[config.mk]
export PLATFORM = sky130hd
export DESIGN_NAME = conv_result_fifo
export DESIGN_NICKNAME = d
export VERILOG_FILES = /design/src/rtl/conv_result_fifo.sv
export SDC_FILE = /design/constraint.sdc
export NUM_CORES = 1
export LEC_CHECK = 0
export CELL_PAD_IN_SITES_DETAIL_PLACEMENT = 1
export CELL_PAD_IN_SITES_GLOBAL_PLACEMENT = 1
export CORE_UTILIZATION = 60
export CTS_BUF_LIST = sky130_fd_sc_hd__clkbuf_4
export CTS_CLUSTER_DIAMETER = 60
export DETAILED_ROUTE_END_ITERATION = 7
export DONT_BUFFER_PORTS = 1
export HOLD_SLACK_MARGIN = 0.1
export PLACE_DENSITY_LB_ADDON = 0.1
export SYNTH_ARGS = -nofsm -noshare
export SYNTH_HDL_FRONTEND = slang
export SYNTH_SLANG_ARGS = --single-unit
[constraint.sdc]
create_clock -name i_clk -period 3.4 [get_ports i_clk]
set_input_delay 1.02 -clock i_clk [delete_from_list [all_inputs] [get_ports i_clk]]
set_output_delay 1.02 -clock i_clk [all_outputs]
set_load 0.005 [all_outputs]
[src/rtl/conv_result_fifo.sv]
`default_nettype none
// ============================================================================
// Module   : conv_result_fifo
// Purpose  : FWFT result FIFO behind the ZM->U2 converter, tags each word with
//            its error flag and keeps a saturating error counter.
// Revision : 1.0 - initial release
// ============================================================================
module conv_result_fifo #(
    parameter int BITS     = 32,
    parameter int DEPTH    = 4,
    parameter int CNT_W    = 8,
    parameter int DROP_ERR = 0
) (
    input  logic                       i_clk,
    input  logic                       i_rst,
    input  logic                       i_valid,
    input  logic [BITS-1:0]            i_data,
    input  logic                       i_error,
    output logic                       o_ready,
    output logic                       o_valid,
    output logic [BITS-1:0]            o_data,
    output logic                       o_error,
    input  logic                       i_ready,
    input  logic                       i_clr_cnt,
    output logic [CNT_W-1:0]           o_err_count,
    output logic [$clog2(DEPTH):0]     o_level
);

    localparam int               c_ADDR_W   = $clog2(DEPTH);
    localparam int               c_LVL_W    = c_ADDR_W + 1;
    localparam logic             c_KEEP_ERR = (DROP_ERR == 0);
    localparam logic [CNT_W-1:0] c_CNT_MAX  = {CNT_W{1'b1}};

    // Each entry is {error_tag, payload}
    logic [BITS:0]          r_mem [DEPTH];
    logic [c_ADDR_W-1:0]    r_wr_ptr;
    logic [c_ADDR_W-1:0]    r_rd_ptr;
    logic [c_LVL_W-1:0]     r_level;
    logic [CNT_W-1:0]       r_err_cnt;

    logic                   w_push;
    logic                   w_store;
    logic                   w_pop;
    logic [BITS:0]          w_head;

    assign o_ready = (r_level != c_LVL_W'(DEPTH));
    assign o_valid = (r_level != '0);

    assign w_push  = i_valid & o_ready;
    // A dropped errored word still completes the handshake; it only skips storage
    assign w_store = w_push & (~i_error | c_KEEP_ERR);
    assign w_pop   = o_valid & i_ready;

    assign w_head  = r_mem[r_rd_ptr];
    assign o_data  = o_valid ? w_head[BITS-1:0] : '0;
    assign o_error = o_valid ? w_head[BITS] : 1'b0;

    assign o_level     = r_level;
    assign o_err_count = r_err_cnt;

    always_ff @(posedge i_clk) begin
        if (w_store) begin
            r_mem[r_wr_ptr] <= {i_error, i_data};
        end
    end

    always_ff @(posedge i_clk) begin
        if (i_rst) begin
            r_wr_ptr <= '0;
            r_rd_ptr <= '0;
            r_level  <= '0;
        end else begin
            if (w_store) begin
                r_wr_ptr <= r_wr_ptr + c_ADDR_W'(1);
            end
            if (w_pop) begin
                r_rd_ptr <= r_rd_ptr + c_ADDR_W'(1);
            end
            case ({w_store, w_pop})
                2'b10:   r_level <= r_level + c_LVL_W'(1);
                2'b01:   r_level <= r_level - c_LVL_W'(1);
                default: r_level <= r_level;
            endcase
        end
    end

    // Clear beats a concurrent increment; the counter sticks at its maximum
    always_ff @(posedge i_clk) begin
        if (i_rst || i_clr_cnt) begin
            r_err_cnt <= '0;
        end else if (w_push && i_error && (r_err_cnt != c_CNT_MAX)) begin
            r_err_cnt <= r_err_cnt + CNT_W'(1);
        end
    end

endmodule
`default_nettype wire

# == Word level (Yosys, flattened, before mapping) ==
# Memory sizes are Yosys's and may differ from the RTL's. A register that Yosys moved wholly into a read port is not among the register bits.
# Cells that the tools add are included.
# totals
reg_bits,15
inputBits,38
mem_count,1
output_inout_bits,46
elab_cells,28
ram_bits,132
# classes
n_addsub,5
n_eq_ne,4
reduce_logical,5
bitwise_logic,2
muxes,7
# memory_table
name,depth,width,rd,rd_clocked_by_memory_dff,wr,line,text
r_mem,4,33,1,1,1,35,logic [BITS:0] r_mem [DEPTH];
# ops
operator,n
2-to-1 mux 32 bit,1
adder 8 x 1 -> 8 bit (second input constant),1
!= test 8 bit (second input constant),1
one-hot mux 3 bit (2 select lines),1
adder 2 x 1 -> 2 bit (second input constant),2
2-to-1 mux 2 bit,2
adder 3 x 1 -> 3 bit (second input constant),1
2-to-1 mux 1 bit,3
!= test 3 bit (second input constant),1
nonzero test 3 bit,1
subtractor 3 x 1 -> 3 bit (second input constant),1
AND 1 bit,2
== test 2 x 1 -> 1 bit (second input constant),1
== test 2 bit (second input constant),1
logical AND 1 bit,2
nonzero test 2 bit,1
logical OR 1 bit,1

# == Logic depth before layout (Yosys ltp) ==
# Gate-level depths: netlist (run 1).
# logic_depth
word_depth,4
depth_mapped,11
mapped_depth_nobuf,10

# == Worst setup path before layout (run 1) ==
# OpenSTA, ideal clock, no wires.
# synth_timing
path_kind,in2reg
start,input port i_valid
end,"register r_level[2], in the netlist o_level[2]"
required_time_ns,3.330
setup_time_ns,0.070
arrival_time_ns,2.426
path_buffers,1
stages,9
setup_slack_ns,0.904
cell_sequence,and2_4 > buf_6 > inv_2 > ha_1 > inv_1 > fa_1 > xor2_1 > or3_1 > a21oi_1
# synth_between
elab_chain_len,3
elab_cells_between_ends,5
cone_classes,eq/ne: 2; mux: 1; bitwise: 1; reduce/logical: 1
# synth_lines
element,line,text
start: declaration,16,"input logic i_valid,"
AND 1 bit (*),49,assign w_push = i_valid & o_ready;
== test 2 x 1 -> 1 bit or == test 2 bit (tied branches),79,"case ({w_store, w_pop})"
one-hot mux 3 bit (2 select lines) or nonzero test 2 bit (tied branches),--,
end signal: assignment,80,2'b10: r_level <= r_level + c_LVL_W'(1);
end signal: assignment,81,2'b01: r_level <= r_level - c_LVL_W'(1);
end signal: assignment,82,default: r_level <= r_level;
end: declaration,38,logic [c_LVL_W-1:0] r_level;
# Every way passes the cells marked *; elsewhere a longest branch is shown, timed or not.
# A chain may end at the register's enable or synchronous reset.

==> results of run 1 <==
==> logic make-up after synthesis <==
logic type | Yosys count | share of synthesized area [%]
AOI/OAI and AO/OA | 14 | 1.97
xor gates and xnor gates | 7 | 1.04
adders and majority gates | 7 | 1.61
buffers and inverters | 24 | 2.18
DFF | 149 | 72.9
muxes | 35 | 12.9
and+or+nand+nor | 73 | 7.37
==> worst max-delay path by stage <==
stage            start    endpoint  slack, ps  cells past startpoint
2_1_floorplan  i_valid  o_level[2]        900                      9
3_3_place_gp      flop  o_data[31]        760                      3
5_1_grt           flop  o_data[31]         80                      3
3_5_place_dp      flop  o_data[31]        740                      3
6_report          flop  o_data[31]        270                      3
4_1_cts           flop  o_data[31]        160                      3
==> flip-flops by register name (all words and copies together), names as in the netlist, named ones only <==
register,count
o_err_count,8
o_level,3
r_mem,132
r_rd_ptr,2
r_wr_ptr,2
==> power by group <==
group,leakage (µW),internal (µW),total (µW),switching [µW]
combinational,0.000511,538,1120,583
clock,0.000132,329,986,656
sequential,0.00135,2210,2330,127
total,0.00199,3070,4440,1370
==> placed cells by master (no fill, tap or decap), types with 2 or more instances in the layout <==
cell type / instances
a211oi_1: 4
a21oi_1: 3
a31oi_1: 2
and2_1: 34
and2_4: 2
and3_1: 2
and3_2: 4
buf_4: 7
clkbuf_4: 19
clkinv_4: 3
clkinvlp_4: 4
dfxtp_1: 15
dfxtp_2: 2
edfxtp_1: 132
ha_1: 6
inv_1: 7
inv_6: 3
inv_8: 3
mux2i_1: 2
mux4_2: 33
nand2_1: 3
nand3_1: 4
nor2_1: 14
nor3_1: 2
or3_1: 2
xnor2_1: 4
xor2_1: 3
==> area by class of cell <==
cell class | count | area (µm²) | area share (%)
clock buffers | 19 | 143 | 2.26
flip-flops and latches | 149 | 4310 | 68.3
inverters | 9 | 36.3 | 0.575
multi-input cells | 136 | 1470 | 23.3
repair buffers | 8 | 72.6 | 1.15
well taps | 129 | 161 | 2.56
clock inverters | 13 | 116 | 1.84
==> worst reg2reg max path: stages, from the launching register on <==
cell	delay [ps]
dfxtp_1	450
nor3b_4	440
inv_4	110
and2_4	210
inv_2	50
ha_1	170
inv_1	60
fa_1	370
xor2_1	160
or3_1	320
a21oi_1	170
==> routing by layer <==
layer	vias up	wire, µm
li1	1232	-
met1	1460	4250
met2	90	5810
met3	8	693
met4	0	80
met5	-	0
==> per-stage QoR <==
stage	cells	instance area, µm²
floorplan	309	5900
global placement	431	6050
detailed placement	431	6050
CTS	463	6310
global route	463	6310
finish	463	6310
==> results by group, run 1 <==
Pwr
  – Leak pwr: ~0.0020 µW
  – Max rail drop VDD: between 0.3 and 0.4 mV
  – Total power draw: between 4000 and 5000 µW
  – Power density cells: 704 nW/µm²

Logic synthesis
  – Mapped Avg Cell Area: ~19 µm²
  – Seq/Total Area, Yosys: 72.9%
  – Count of cell types in the netlist: 38
  – Synthesized area: 5900 µm²
  – Largest cells by area after synthesis: edfxtp_1 67%, mux4_2 13%, dfxtp_1 5.8%
  – Yosys warnings: 0
  – Seq cells post-synth: about 150
  – Synth area leader: edfxtp_1
  – Async SR Flop Fraction: 0%
  – EDFF count, synth: roughly 130
  – Top cell type's share of synthesized area: between 60% and 70%
  – Most numerous cell in the Yosys netlist: edfxtp_1
  – Top cells by count, synth: 132 x edfxtp_1, 34 x and2_1, 33 x mux4_2, 17 x dfxtp_1, 14 x nor2_1
  – Synthesized instance count: 309
  – Primary FF master, synth: edfxtp_1
  – Synth Net Count: 354

Global route
  – Aggregate global routing overflow: 0
  – GR Layer Usage met2: approximately two fifths
  – Gr busiest metal: met2
  – Global-route wire length before repair: between 15000 and 20000 µm
  – GR Util met1: 27.2%
  – Initial antenna violation count: 0
  – Met3 Usage GRT: 7.87%
  – Gr usage total: roughly 23%
  – Vias in the first global route: a little over 3000
  – Largest net degree at the start of global routing: 34

Drt
  – Via count: roughly 2800
  – Post-route ant nets: 0
  – Post-Route WL: about 11000 µm
  – Iteration-0 DRC Markers: 110
  – Vias/cell: approximately 6.0
  – WL per Instance: about 23 µm
  – DR pass1 iterations: 4
  – DRC viols: 0

Setup path
  – Crit path largest cell delay: about 600 ps
  – Startpoint Class: flop
  – Crit path required time: 2380 ps
  – R2r setup slk: 840 ps
  – Largest fanout on the critical path: 23
  – Setup CP Type: reg -> out
  – Worst setup EP type: output port
  – Critical-path top delay cell: dfxtp_2
  – Worst Path Buf+Inv: 1
  – CP cell instances: buf_12 -> mux4_2 -> and2_1
  – FF-to-FF path depth: 10
  – CP arrival: ~2100 ps
  – Worst r2r src: o_level[2]
  – Top delay family on crit path: flip-flops
  – R2r endpoint: o_level[2]

Clock network
  – TritonCTS buffer count: 17
  – Clk_lat worst skew: approximately 500 ps
  – CTS tree: done
  – Cts repair resizes: 0
  – Sinks on the clock net: between 100 and 150
  – CTS Root Cell: clkbuf_4
  – Clock Path Buffers: 2
  – Cts hold-fix bufs: 0
  – Clk pin slew, worst setup/hold paths: 130 ps
  – Setup bufs post-CTS: 0
  – H-tree depth: 4

Min path
  – Hold Crit Depth: 2
  – Hold EP: o_err_count[6]
  – Hold_sp: o_err_count[6]
  – Tightest Hold Check Type: reg -> reg

STA
  – Setup_tns: 0 ps
  – Final min period: around 3100 ps
  – Final Cycle Share: a little over 90%
  – Fmax: between 300 and 400 MHz
  – RSZ-0062 raised after global routing: false
  – Hold WS: between 500 and 600 ps
  – Finish-stage setup viols: 0
  – Clock Skew: 25.2 ps
  – Max Slew Vio Count: 0
  – Max_slew headroom: 38.8%
  – Setup WS post-layout: between 200 and 300 ps
  – Slew @ Worst Pin: ~900 ps
  – Hold Vio Cnt, Final: 0

Finish
  – Fillers: 793
  – Synth-to-Final Area Change: 6.82%
  – Layout Nets: roughly 370
  – Ant diodes: 0
  – Layout cells sized above 1: a little over a quarter
  – Final Core Density: 67.3%

Placement
  – GP Congestion: approximately 0.7
  – PortBufs: 0
  – Setup Slack @ Placement: roughly 740 ps
  – Post-DP HPWL: just over 7000 µm

Floorplan
  – Die Width: between 100 and 150 µm
  – IO Pins: 84
  – CORE AREA: around 9400 µm²
  – Die extent in y: slightly above 100 µm
  – Initial core utilization: between 60% and 70%
  – Die area: roughly 10000 µm²
  – Row cnt: 35

Outcome
  – Status: complete, no violations

Run
  – Max_cap viols: 0
Power figures use the tool's default switching activity.
==> run 2, diff against run 1 <==
Settings changed: CORE_UTILIZATION 60 to 40.
==> results by group, run 2 (synthesized netlist as in run 1, its figures left out) <==
Drt
  – WL per Instance: 21.3 µm (was 23.4 µm)
  – Via count: 2754 (was 2790)
  – DR pass1 iterations: 4 (unchanged)
  – DRC viols: 0 (unchanged)
  – Post-Route WL: 11100 µm (was 10800 µm)
  – Iteration-0 DRC Markers: 99 (was 110)
  – Post-route ant nets: 0 (unchanged)
  – Vias/cell: 5.29 (was 6.03)

Clock network
  – TritonCTS buffer count: 17 (unchanged)
  – Clk pin slew, worst setup/hold paths: 120 ps (was 130 ps)
  – CTS Root Cell: clkbuf_4 (unchanged)
  – H-tree depth: 4 (unchanged)
  – Clock Path Buffers: 2 (unchanged)
  – Clk_lat worst skew: 520 ps (was 510 ps)
  – Cts hold-fix bufs: 0 (unchanged)
  – CTS tree: done (unchanged)
  – Cts repair resizes: 0 (unchanged)
  – Sinks on the clock net: 149 (unchanged)
  – Setup bufs post-CTS: 0 (unchanged)

Pwr
  – Max rail drop VDD: 0.217 mV (was 0.377 mV)
  – Power density cells: 702 nW/µm² (was 704 nW/µm²)
  – Leak pwr: 0.00203 µW (was 0.00199 µW)

Finish
  – Area of the multi-input gates: 1470 µm² (unchanged)
  – Largest Register: r_mem (unchanged)
  – Layout cells sized above 1: 25.2% (was 26.0%)
  – Ant diodes: 0 (unchanged)
  – Final Core Density: 44.4% (was 67.3%)
  – Fillers: 1375 (was 793)
  – Final Non-Filler Cells: 521 (was 463)
  – Design Area, Final: 6420 µm² (was 6310 µm²)
  – Max reg flops: 132 (unchanged)
  – FF+latch area: 4310 µm² (unchanged)
  – Commonest non-fill, non-tap cell in the layout: edfxtp_1 (unchanged)
  – Synth-to-Final Area Change: 8.77% (was 6.82%)
  – Layout Nets: 370 (was 366)
  – Most frequent cells in the layout: 132 x edfxtp_1, 34 x and2_1, 33 x mux4_2, 18 x clkbuf_4, 15 x dfxtp_1 (was 132 x edfxtp_1, 34 x and2_1, 33 x mux4_2, 19 x clkbuf_4, 15 x dfxtp_1)

Global route
  – Gr busiest metal: met2 (unchanged)
  – GR Util met1: 18.4% (was 27.2%)
  – Gr usage total: 16.0% (was 23.1%)
  – Initial antenna violation count: 0 (unchanged)
  – GR Layer Usage met2: 25.9% (was 39.9%)
  – Met3 Usage GRT: 6.87% (was 7.87%)
  – Aggregate global routing overflow: 0 (unchanged)
  – Largest net degree at the start of global routing: 36 (was 34)
  – Vias in the first global route: 2966 (was 3036)
  – Global-route wire length before repair: 16700 µm (was 16400 µm)

Setup path
  – Largest fanout on the critical path: 16 (was 23)
  – Setup CP Type: reg -> out (unchanged)
  – Worst setup EP type: output port (unchanged)
  – Startpoint Class: flop (unchanged)
  – CP arrival: 2030 ps (was 2110 ps)
  – Crit path required time: 2380 ps (about the same)

STA
  – Final Cycle Share: 89.7% (was 92.2%)
  – Clock Skew: 13.3 ps (was 25.2 ps)
  – Hold Vio Cnt, Final: 0 (unchanged)
  – Setup_tns: 0 ps (unchanged)
  – Fmax: 328 MHz (was 319 MHz)
  – Final min period: 3050 ps (was 3130 ps)
  – Hold WS: 550 ps (was 552 ps)
  – Max Slew Vio Count: 0 (unchanged)
  – Finish-stage setup viols: 0 (unchanged)
  – Slew @ Worst Pin: 581 ps (was 919 ps)
  – RSZ-0062 raised after global routing: false (unchanged)
  – Max_slew headroom: 61.2% (was 38.8%)

Outcome
  – Status: complete, no violations (unchanged)

Placement
  – PortBufs: 0 (unchanged)
  – GP Congestion: 0.641 (was 0.688)
  – Placed Cells: 490 (was 431)
  – Cell Area, Placed: 6150 µm² (was 6050 µm²)
  – Post-DP HPWL: 7170 µm (was 7190 µm)

Floorplan
  – Die extent in y: 123 µm (was 101 µm)
  – Initial core utilization: 40.8% (was 63.0%)
  – Die Width: 123 µm (was 101 µm)
  – Die area: 15300 µm² (was 10200 µm²)
  – CORE AREA: 14500 µm² (was 9370 µm²)
  – IO Pins: 84 (unchanged)
  – Row cnt: 44 (was 35)

Min path
  – Tightest Hold Check Type: in -> reg (was reg -> reg)

Run
  – Max_cap viols: 0 (unchanged)
==> run 2: cell types whose count changed in the layout (fill, tap and decap cells not counted) <==
cell,delta
clkbuf_4,-1
bufinv_16,+3
clkinvlp_4,-3
inv_8,-3
clkinv_4,-2
clkinv_2,+3
inv_6,-3
buf_4,+4
clkinv_1,+5
==> run 2: per-stage QoR <==
| stage | total power, µW | worst slack (ps) |
|---|---|---|
| 3_3_place_gp | 3510 | 888 |
| 2_1_floorplan | 3230 | 904 |
| 4_1_cts | 4620 | 227 |
| 5_1_grt | 4790 | 196 |
| 6_report | 4510 | 349 |
| 3_5_place_dp | 3530 | 852 |
==> run 2: worst paths after layout <==
kind              start  slack (ps)  cells past startpoint         end
max                flop         350                      3   o_data[0]
max reg2reg  o_level[2]         900                     10  o_level[2]
min reg2reg  o_level[2]         550                      2  o_level[2]
min               i_rst         550                      1        flop
==> run 2: worst max-delay path, cell delays in order, from the launching register on <==
cell and delay, ps:
dfxtp_2 640, buf_4 320, mux4_2 350, and2_1 190
==> run 2: cell type report <==
cell class	instances	share of cell area (%)
sequential	149	67.1
clock inverter	13	2.18
multi-input combinational	136	22.9
clock buffer	18	2.10
timing repair buffer	12	1.60
inverter	9	0.565
tap	184	3.58
==> run 2: power breakdown <==
part,switching [µW],leakage [µW],internal (µW)
combinational,613,0.000533,531
sequential,83.1,0.00135,2200
clock,579,0.000149,499
==> run 2: routing by layer <==
| layer | vias to the layer above | share of wire (%) |
|---|---|---|
| li1 | 1239 | - |
| met1 | 1429 | 41 |
| met2 | 74 | 50 |
| met3 | 12 | 7.3 |
| met4 | 0 | 1.4 |
| met5 | - | 0 |
==> run 3, diff against run 2 <==
Settings changed: CORE_ASPECT_RATIO set to 1.75, CORE_UTILIZATION 40 to 55, SLEW_MARGIN set to 10.
==> results by group, run 3 (synthesized netlist as in run 1, its figures left out) <==
Finish
  – Fillers: 920 (was 1375)
  – Ant diodes: 0 (unchanged)
  – Synth-to-Final Area Change: 7.93% (was 8.77%)
  – Largest Register: r_mem (unchanged)
  – Final Non-Filler Cells: 457 (was 521)
  – Layout Nets: 362 (was 370)
  – Layout cells sized above 1: 24.8% (was 25.2%)
  – Area of the multi-input gates: 1470 µm² (unchanged)
  – FF+latch area: 4310 µm² (unchanged)
  – Most frequent cells in the layout: 132 x edfxtp_1, 34 x and2_1, 33 x mux4_2, 17 x clkbuf_4, 15 x dfxtp_1 (was 132 x edfxtp_1, 34 x and2_1, 33 x mux4_2, 18 x clkbuf_4, 15 x dfxtp_1)
  – Max reg flops: 132 (unchanged)
  – Commonest non-fill, non-tap cell in the layout: edfxtp_1 (unchanged)

STA
  – Finish-stage setup viols: 0 (unchanged)
  – Final min period: 3140 ps (was 3050 ps)
  – Hold Vio Cnt, Final: 0 (unchanged)
  – Slew @ Worst Pin: 912 ps (was 581 ps)
  – Final Cycle Share: 92.3% (was 89.7%)
  – Fmax: 319 MHz (was 328 MHz)
  – Clock Skew: 12.1 ps (was 13.3 ps)
  – Max Slew Vio Count: 0 (unchanged)
  – Setup_tns: 0 ps (unchanged)
  – RSZ-0062 raised after global routing: false (unchanged)
  – Max_slew headroom: 39.2% (was 61.2%)

Global route
  – Largest net degree at the start of global routing: 37 (was 36)
  – Initial antenna violation count: 0 (unchanged)
  – Global-route wire length before repair: 16300 µm (was 16700 µm)
  – Gr usage total: 20.9% (was 16.0%)
  – Aggregate global routing overflow: 0 (unchanged)
  – Vias in the first global route: 3093 (was 2966)

Run
  – Max_cap viols: 0 (unchanged)

Pwr
  – Max rail drop VDD: 0.428 mV (was 0.217 mV)
  – Leak pwr: 0.00201 µW (was 0.00203 µW)
  – Power density cells: 725 nW/µm² (was 702 nW/µm²)

Clock network
  – Setup bufs post-CTS: 0 (unchanged)
  – CTS Root Cell: clkbuf_4 (unchanged)
  – TritonCTS buffer count: 17 (unchanged)
  – Sinks on the clock net: 149 (unchanged)
  – Cts hold-fix bufs: 0 (unchanged)
  – CTS tree: done (unchanged)
  – Clock Path Buffers: 2 (unchanged)
  – Cts repair resizes: 0 (unchanged)
  – Clk_lat worst skew: 520 ps (about the same)
  – H-tree depth: 4 (unchanged)
  – Clk pin slew, worst setup/hold paths: 120 ps (about the same)

Setup path
  – Worst r2r src: o_level[2] (unchanged)
  – Setup CP Type: reg -> out (unchanged)
  – CP arrival: 2120 ps (was 2030 ps)
  – Critical path capture point: o_data[28] (was o_data[0])
  – R2r endpoint: o_level[2] (unchanged)
  – Largest fanout on the critical path: 12 (was 16)
  – Worst setup EP type: output port (unchanged)
  – FF-to-FF path depth: 10 (unchanged)
  – Startpoint Class: flop (unchanged)
  – R2r setup slk: 890 ps (was 900 ps)
  – Crit path required time: 2380 ps (about the same)

Floorplan
  – IO Pins: 84 (unchanged)
  – Die area: 11200 µm² (was 15300 µm²)
  – Die Width: 80.3 µm (was 123 µm)
  – Row cnt: 49 (was 44)
  – Initial core utilization: 57.0% (was 40.8%)
  – Die extent in y: 139 µm (was 123 µm)
  – CORE AREA: 10400 µm² (was 14500 µm²)

Drt
  – Post-route ant nets: 0 (unchanged)
  – DRC viols: 0 (unchanged)
  – Via count: 2724 (was 2754)
  – Post-Route WL: 10400 µm (was 11100 µm)
  – Vias/cell: 5.96 (was 5.29)
  – DR pass1 iterations: 4 (unchanged)
  – Iteration-0 DRC Markers: 157 (was 99)
  – WL per Instance: 22.9 µm (was 21.3 µm)

Outcome
  – Status: complete, no violations (unchanged)

Placement
  – GP Congestion: 0.736 (was 0.641)
  – Post-DP HPWL: 6990 µm (was 7170 µm)
  – Placed Cells: 425 (was 490)
  – PortBufs: 0 (unchanged)

Min path
  – Tightest Hold Check Type: reg -> reg (was in -> reg)
## run 3: changes by cell type in the layout (fill, tap and decap cells not counted)
cell,delta
inv_6,+3
bufinv_16,+1
clkinv_4,+2
clkinvlp_4,+2
buf_12,+2
buf_4,-10
clkbuf_4,-1
clkinv_2,-2
clkinv_1,-4
## run 3: routing by layer
| layer | track usage (%) | vias to the layer above | wire [µm] |
|---|---|---|---|
| met4 | 8.74 | 0 | 184 |
| met2 | 38.6 | 86 | 6030 |
| met3 | 6.51 | 11 | 610 |
| met1 | 20.7 | 1408 | 3620 |
| li1 | - | 1219 | - |
| met5 | 0 | - | 0 |
## run 3: report_power, final
part	internal, µW	switching, µW
Clock	589	613
Sequential	2210	130
Combinational	543	539
Total	3340	1280
## run 3: area by class of cell
| type | count | area share, % |
|---|---|---|
| inverter | 9 | 0.569 |
| clock inverter | 15 | 3.20 |
| multi-input combinational | 136 | 23.1 |
| clock buffer | 17 | 2.00 |
| tap | 127 | 2.49 |
| timing repair buffer | 4 | 1.06 |
| sequential | 149 | 67.6 |
## run 3: how the worst min path moves through the flow
| stage | from | end | slack [ps] | cells after the start |
|---|---|---|---|---|
| floorplan | r_rd_ptr[1] | flop | 480 | 2 |
| global placement | o_err_count[6] | o_err_count[6] | 510 | 2 |
| detailed placement | o_level[2] | o_level[2] | 530 | 2 |
| CTS | i_rst | o_level[2] | 510 | 1 |
| global route | i_rst | r_wr_ptr[1] | 510 | 1 |
| finish | o_level[2] | o_level[2] | 550 | 2 |
## run 3: worst max-delay path: stages (launching register included)
cell and delay, ps:
dfxtp_2 650, buf_12 230, mux4_2 530, and2_1 190
## run 3: metrics by stage
step | utilization, % | setup WS (ps) | hold WS [ps] | area, µm² | total power (µW)
after global routing | 61.5 | 121 | 507 | 6370 | 4840
after floorplan | - | 904 | 485 | 5900 | 3230
after CTS | 61.5 | 178 | 507 | 6370 | 4700
after detailed placement | 58.3 | 773 | 526 | 6040 | 3510
final | 61.5 | 263 | 546 | 6370 | 4620
after global placement | 58.3 | 782 | 515 | 6040 | 3480
==> variant 1 (flow settings as in run 2) <==
`DEPTH`: 4 -> 16.
--- a/src/rtl/conv_result_fifo.sv
+++ b/src/rtl/conv_result_fifo.sv
@@ -7,7 +7,7 @@
 // ============================================================================
 module conv_result_fifo #(
     parameter int BITS     = 32,
-    parameter int DEPTH    = 4,
+    parameter int DEPTH    = 16,
     parameter int CNT_W    = 8,
     parameter int DROP_ERR = 0
 ) (
Ports: changed (resized o_level); port bits go from 84 to 86. The function was not compared with the original's and may differ.
==> variant 1 against run 2 <==
- the flow now finishes with violations (negative setup slack)
- sequential power grew to 3.4 times the old value
- final area rose to 4.0 times the old value
- wire length rose to 4.6 times the old value
- highest routed layer is now met5
- hold slack worse by 320 ps
- critical endpoint unchanged
- total power rose to 3.9 times the old value
- area after synthesis grew to 3.6 times the old value
- worst setup slack worse by 800 ps
- sequential cell count increased by 404
- critical path depth is 2 higher
- clock power rose to 5.6 times the old value
==> variant 1: results (changes against run 2) <==
Pleak 8.17 nW (+300%); Clock Skews 42.9 ps (+29.6 ps); total global-route track usage 0.197 (+0.0371); first-pass GRT wire length 76,100 µm (+350%); Synth top cells by count 528 x edfxtp_1, 132 x mux4_2, 34 x nor2b_1; Placed Cells 1,676 (+240%); routed wire length 51,500 µm (+360%); GP Congestion 0.694 (+8.4%); initial antenna violation count 3 (+3); failing checks negative setup slack; mean routed wirelength per cell 25.8 µm (+21%); share of post-route cells with drive strength above 1 0.390 (+0.138); Crit path largest cell delay 500 ps (-140 ps); Reg2Reg Capture Point o_level[4]; setup TNS -13,560 ps (-13,560 ps); Crit path max-delay family multiplexers; final setup vio count 33 (+33); Slew @ Worst Pin 610 ps (+29.0 ps); setup slack, reg-to-reg 260 ps (-640 ps); Starting DRT DRC Count 713 (+620%); number of synthesized flops with an enable pin 528 (+300%); R2R depth 9 (-1); vias 10,600 (+290%); Detailed Place HPWL 28,000 µm (+290%); post-synth cell types 49 (+29%); final worst slack -454 ps (-803 ps); Worst VDD drop 0.000276 V (+27%); status finished with violations; post-place instance area 0.0228 mm² (+270%); First-pass DRT Iterations 7 (+3); net count after synthesis 1,037 (+190%); number of global-route vias before repair 11,700 (+300%); largest cells by area after synthesis edfxtp_1 74%, mux4_2 14%, dfxtp_1 2.3%, mux2_2 1.7%, a221o_1 1.5%; clk_lat worst skew 980 ps (+460 ps); register area share after synthesis 0.761 (+0.0325); Num CTS Buffers 149 (+132)
[variant 1: power groups by stage]
stage / Combinational (mW) / Sequential (mW) / Clock (mW)
floorplan: 2.12 / 7.92 / 0
global placement: 2.99 / 7.96 / 0
detailed placement: 3.01 / 7.97 / 0
CTS: 3.46 / 7.83 / 6.29
global route: 3.71 / 7.85 / 6.60
finish: 3.46 / 7.83 / 6.07
[variant 1: metal layers]
layer  wire length [µm]  global-route usage  up-vias
met2              25300               0.314      247
met1              23000               0.258     5604
met3               2100              0.0486       83
met4               1070              0.0812        2
li1                   -                   -     4680
met5                 11                   0        -
[variant 1: cells by family (layout without fill, tap and decap cells)]
| logic type | Yosys count | count (layout) | synth area share |
|---|---|---|---|
| xor+xnor | 8 | 8 | 0.00326 |
| buf+inv | 65 | 378 | 0.0153 |
| other cells | 0 | 6 | 0 |
| fa+ha+maj | 9 | 9 | 0.00524 |
| flops | 553 | 553 | 0.761 |
| simple gates | 118 | 118 | 0.0301 |
| compound gates | 68 | 68 | 0.0271 |
| mux | 169 | 169 | 0.158 |
[variant 1: how the worst min path moves through the flow]
stage	to	cells past startpoint	slack [ps]
after floorplan	register	2	470
after global placement	r_rd_ptr[3]	2	490
after detailed placement	r_rd_ptr[3]	2	500
after CTS	o_level[3]	1	120
after global routing	o_level[3]	1	160
final	o_level[3]	1	230
[variant 1: worst register-to-register path: cells and delay by family (launching register included)]
kind,cells,cell delay (ps)
simple gates,3,1240
fa+ha+maj,2,700
compound gates,2,530
flops,1,370
buf+inv,2,250
[variant 1: area by class of cell]
type                       instances  area (µm²)
antenna                            6        15.0
clock buffer                     219        1640
clock inverter                    38         295
fill                            4848       27200
inverter                           9        33.8
multi-input combinational        372        5020
sequential                       553       16400
tap                              688         861
timing repair buffer             112        1350
[variant 1: repair_timing]
action,4_1_cts,5_1_grt
hold endpoints to repair,543,0
pin swaps,4,2
endpoints found under the setup margin,33,34
cloned,5,4
gates resized for setup,32,20
hold buffers,34,0
setup buffers,15,2
==> variant 2 (config.mk and constraints of run 2) <==
Without the edit above. Put one more register stage on the output `o_err_count`, with the module's reset. The value now appears one clock later. The other outputs are not delayed to match.
--- a/src/rtl/conv_result_fifo.sv
+++ b/src/rtl/conv_result_fifo.sv
@@ -56,7 +56,13 @@
     assign o_error = o_valid ? w_head[BITS] : 1'b0;
 
     assign o_level     = r_level;
-    assign o_err_count = r_err_cnt;
+    always_ff @(posedge i_clk) begin
+        if (i_rst) begin
+            o_err_count <= '0;
+        end else begin
+            o_err_count <= r_err_cnt;
+        end
+    end
 
     always_ff @(posedge i_clk) begin
         if (w_store) begin
Function: changed (a bounded check fails within 4 cycles, from zero or initial values and one cycle with i_rst high).
==> variant 2 against run 2 <==
- the run now ends with design-rule violations left
- die area increased by 2.6%
- final area increased by 2.3%
- total power increased by 0.84%
- hold slack got worse by 50 ps
- wire length increased by 2.0%
- worst setup slack got worse by 74 ps
- area after synthesis increased by 2.7%
- count of clock-buffer cells in the layout increased by 4
- sequential share of layout area increased by 0.94 points
- critical endpoint unchanged
- sequential cell count increased by 8
- critical path type unchanged
==> variant 2: results (changes against run 2) <==
status finished with violations; failing checks design-rule violations; post-synth cell types 35 (-7.9%); drc violations 15 (+15); Post-Synth Adder-Cell Area 0.0157 (-0.000422); register share of total power 0.527 (+0.020); crit-path max FO 9 (-7); mean routed wirelength per cell 21.1 µm (-0.88%); Starting DRT DRC Count 158 (+60%); Synth top cells by count 132 x edfxtp_1, 34 x and2_1, 33 x mux4_2; Placed Cells 504 (+2.9%); Met1 Wirelength 4770 µm (+3.8%); GP Congestion 0.690 (+7.7%); register area share after synthesis 0.736 (+0.00731); number of nets in the layout 384 (+3.8%); met2 Usage GRT 0.261 (+0.00117); total global-route track usage 0.159 (-0.000675); routed wire length 11,300 µm (+2.0%); share of post-route cells with drive strength above 1 0.241 (-0.0107); Pleak 2.07 nW (+1.8%); First-pass DRT Iterations 6 (+2); post-DR vias/cell 5.31 (+0.45%); met3 routed WL 626 µm (-23%); Slew @ Worst Pin 917 ps (+336 ps); Worst Hold Class register to register; Mapped Cells 326 (+5.5%); Switch Pwr 1.27 mW (-0.13%); mux contribution to synthesized area 0.124 (-0.00504); largest net degree at the start of global routing 37 (+2.8%); first-pass GRT wire length 18,000 µm (+7.6%); largest cells by area after synthesis edfxtp_1 65%, mux4_2 12%, dfxtp_1 8.3%, and2_1 3.5%, ha_1 1.2%; Clock Skews 14.4 ps (+1.12 ps); met3 Usage GRT 0.0543 (-0.0144); Logic pwr share 0.237 (-0.017); Worst VDD drop 0.000225 V (+3.8%); total internal power 3.27 mW (+1.2%)
==> variant 2: cell types whose count changed in the layout (fill, tap and decap cells not counted), moves of 3 or more <==
cell	run 2	this run
nor2b_1	0	8
clkinv_1	5	2
a211oi_1	4	1
nor2_1	14	10
a21oi_1	3	10
clkbuf_4	18	22
or4_1	0	3
dfxtp_1	15	23
==> variant 2: area by class of cell <==
cell class              count  area [µm²]
clock inverters            10         100
repair buffers             10        87.6
well taps                 184         230
flip-flops and latches    157        4470
fillers                  1390        8080
clock buffers              22         165
multi-input cells         147        1500
inverters                   6        22.5
==> variant 2: final timing paths <==
| path | from | to | slack (ps) | cells after the start |
|---|---|---|---|---|
| setup / recovery | register | o_data[0] | 270 | 3 |
| hold / removal | r_wr_ptr[1] | r_wr_ptr[1] | 500 | 2 |
| setup reg to reg | o_level[0] | o_level[2] | 840 | 8 |
| hold reg to reg | r_wr_ptr[1] | r_wr_ptr[1] | 500 | 2 |
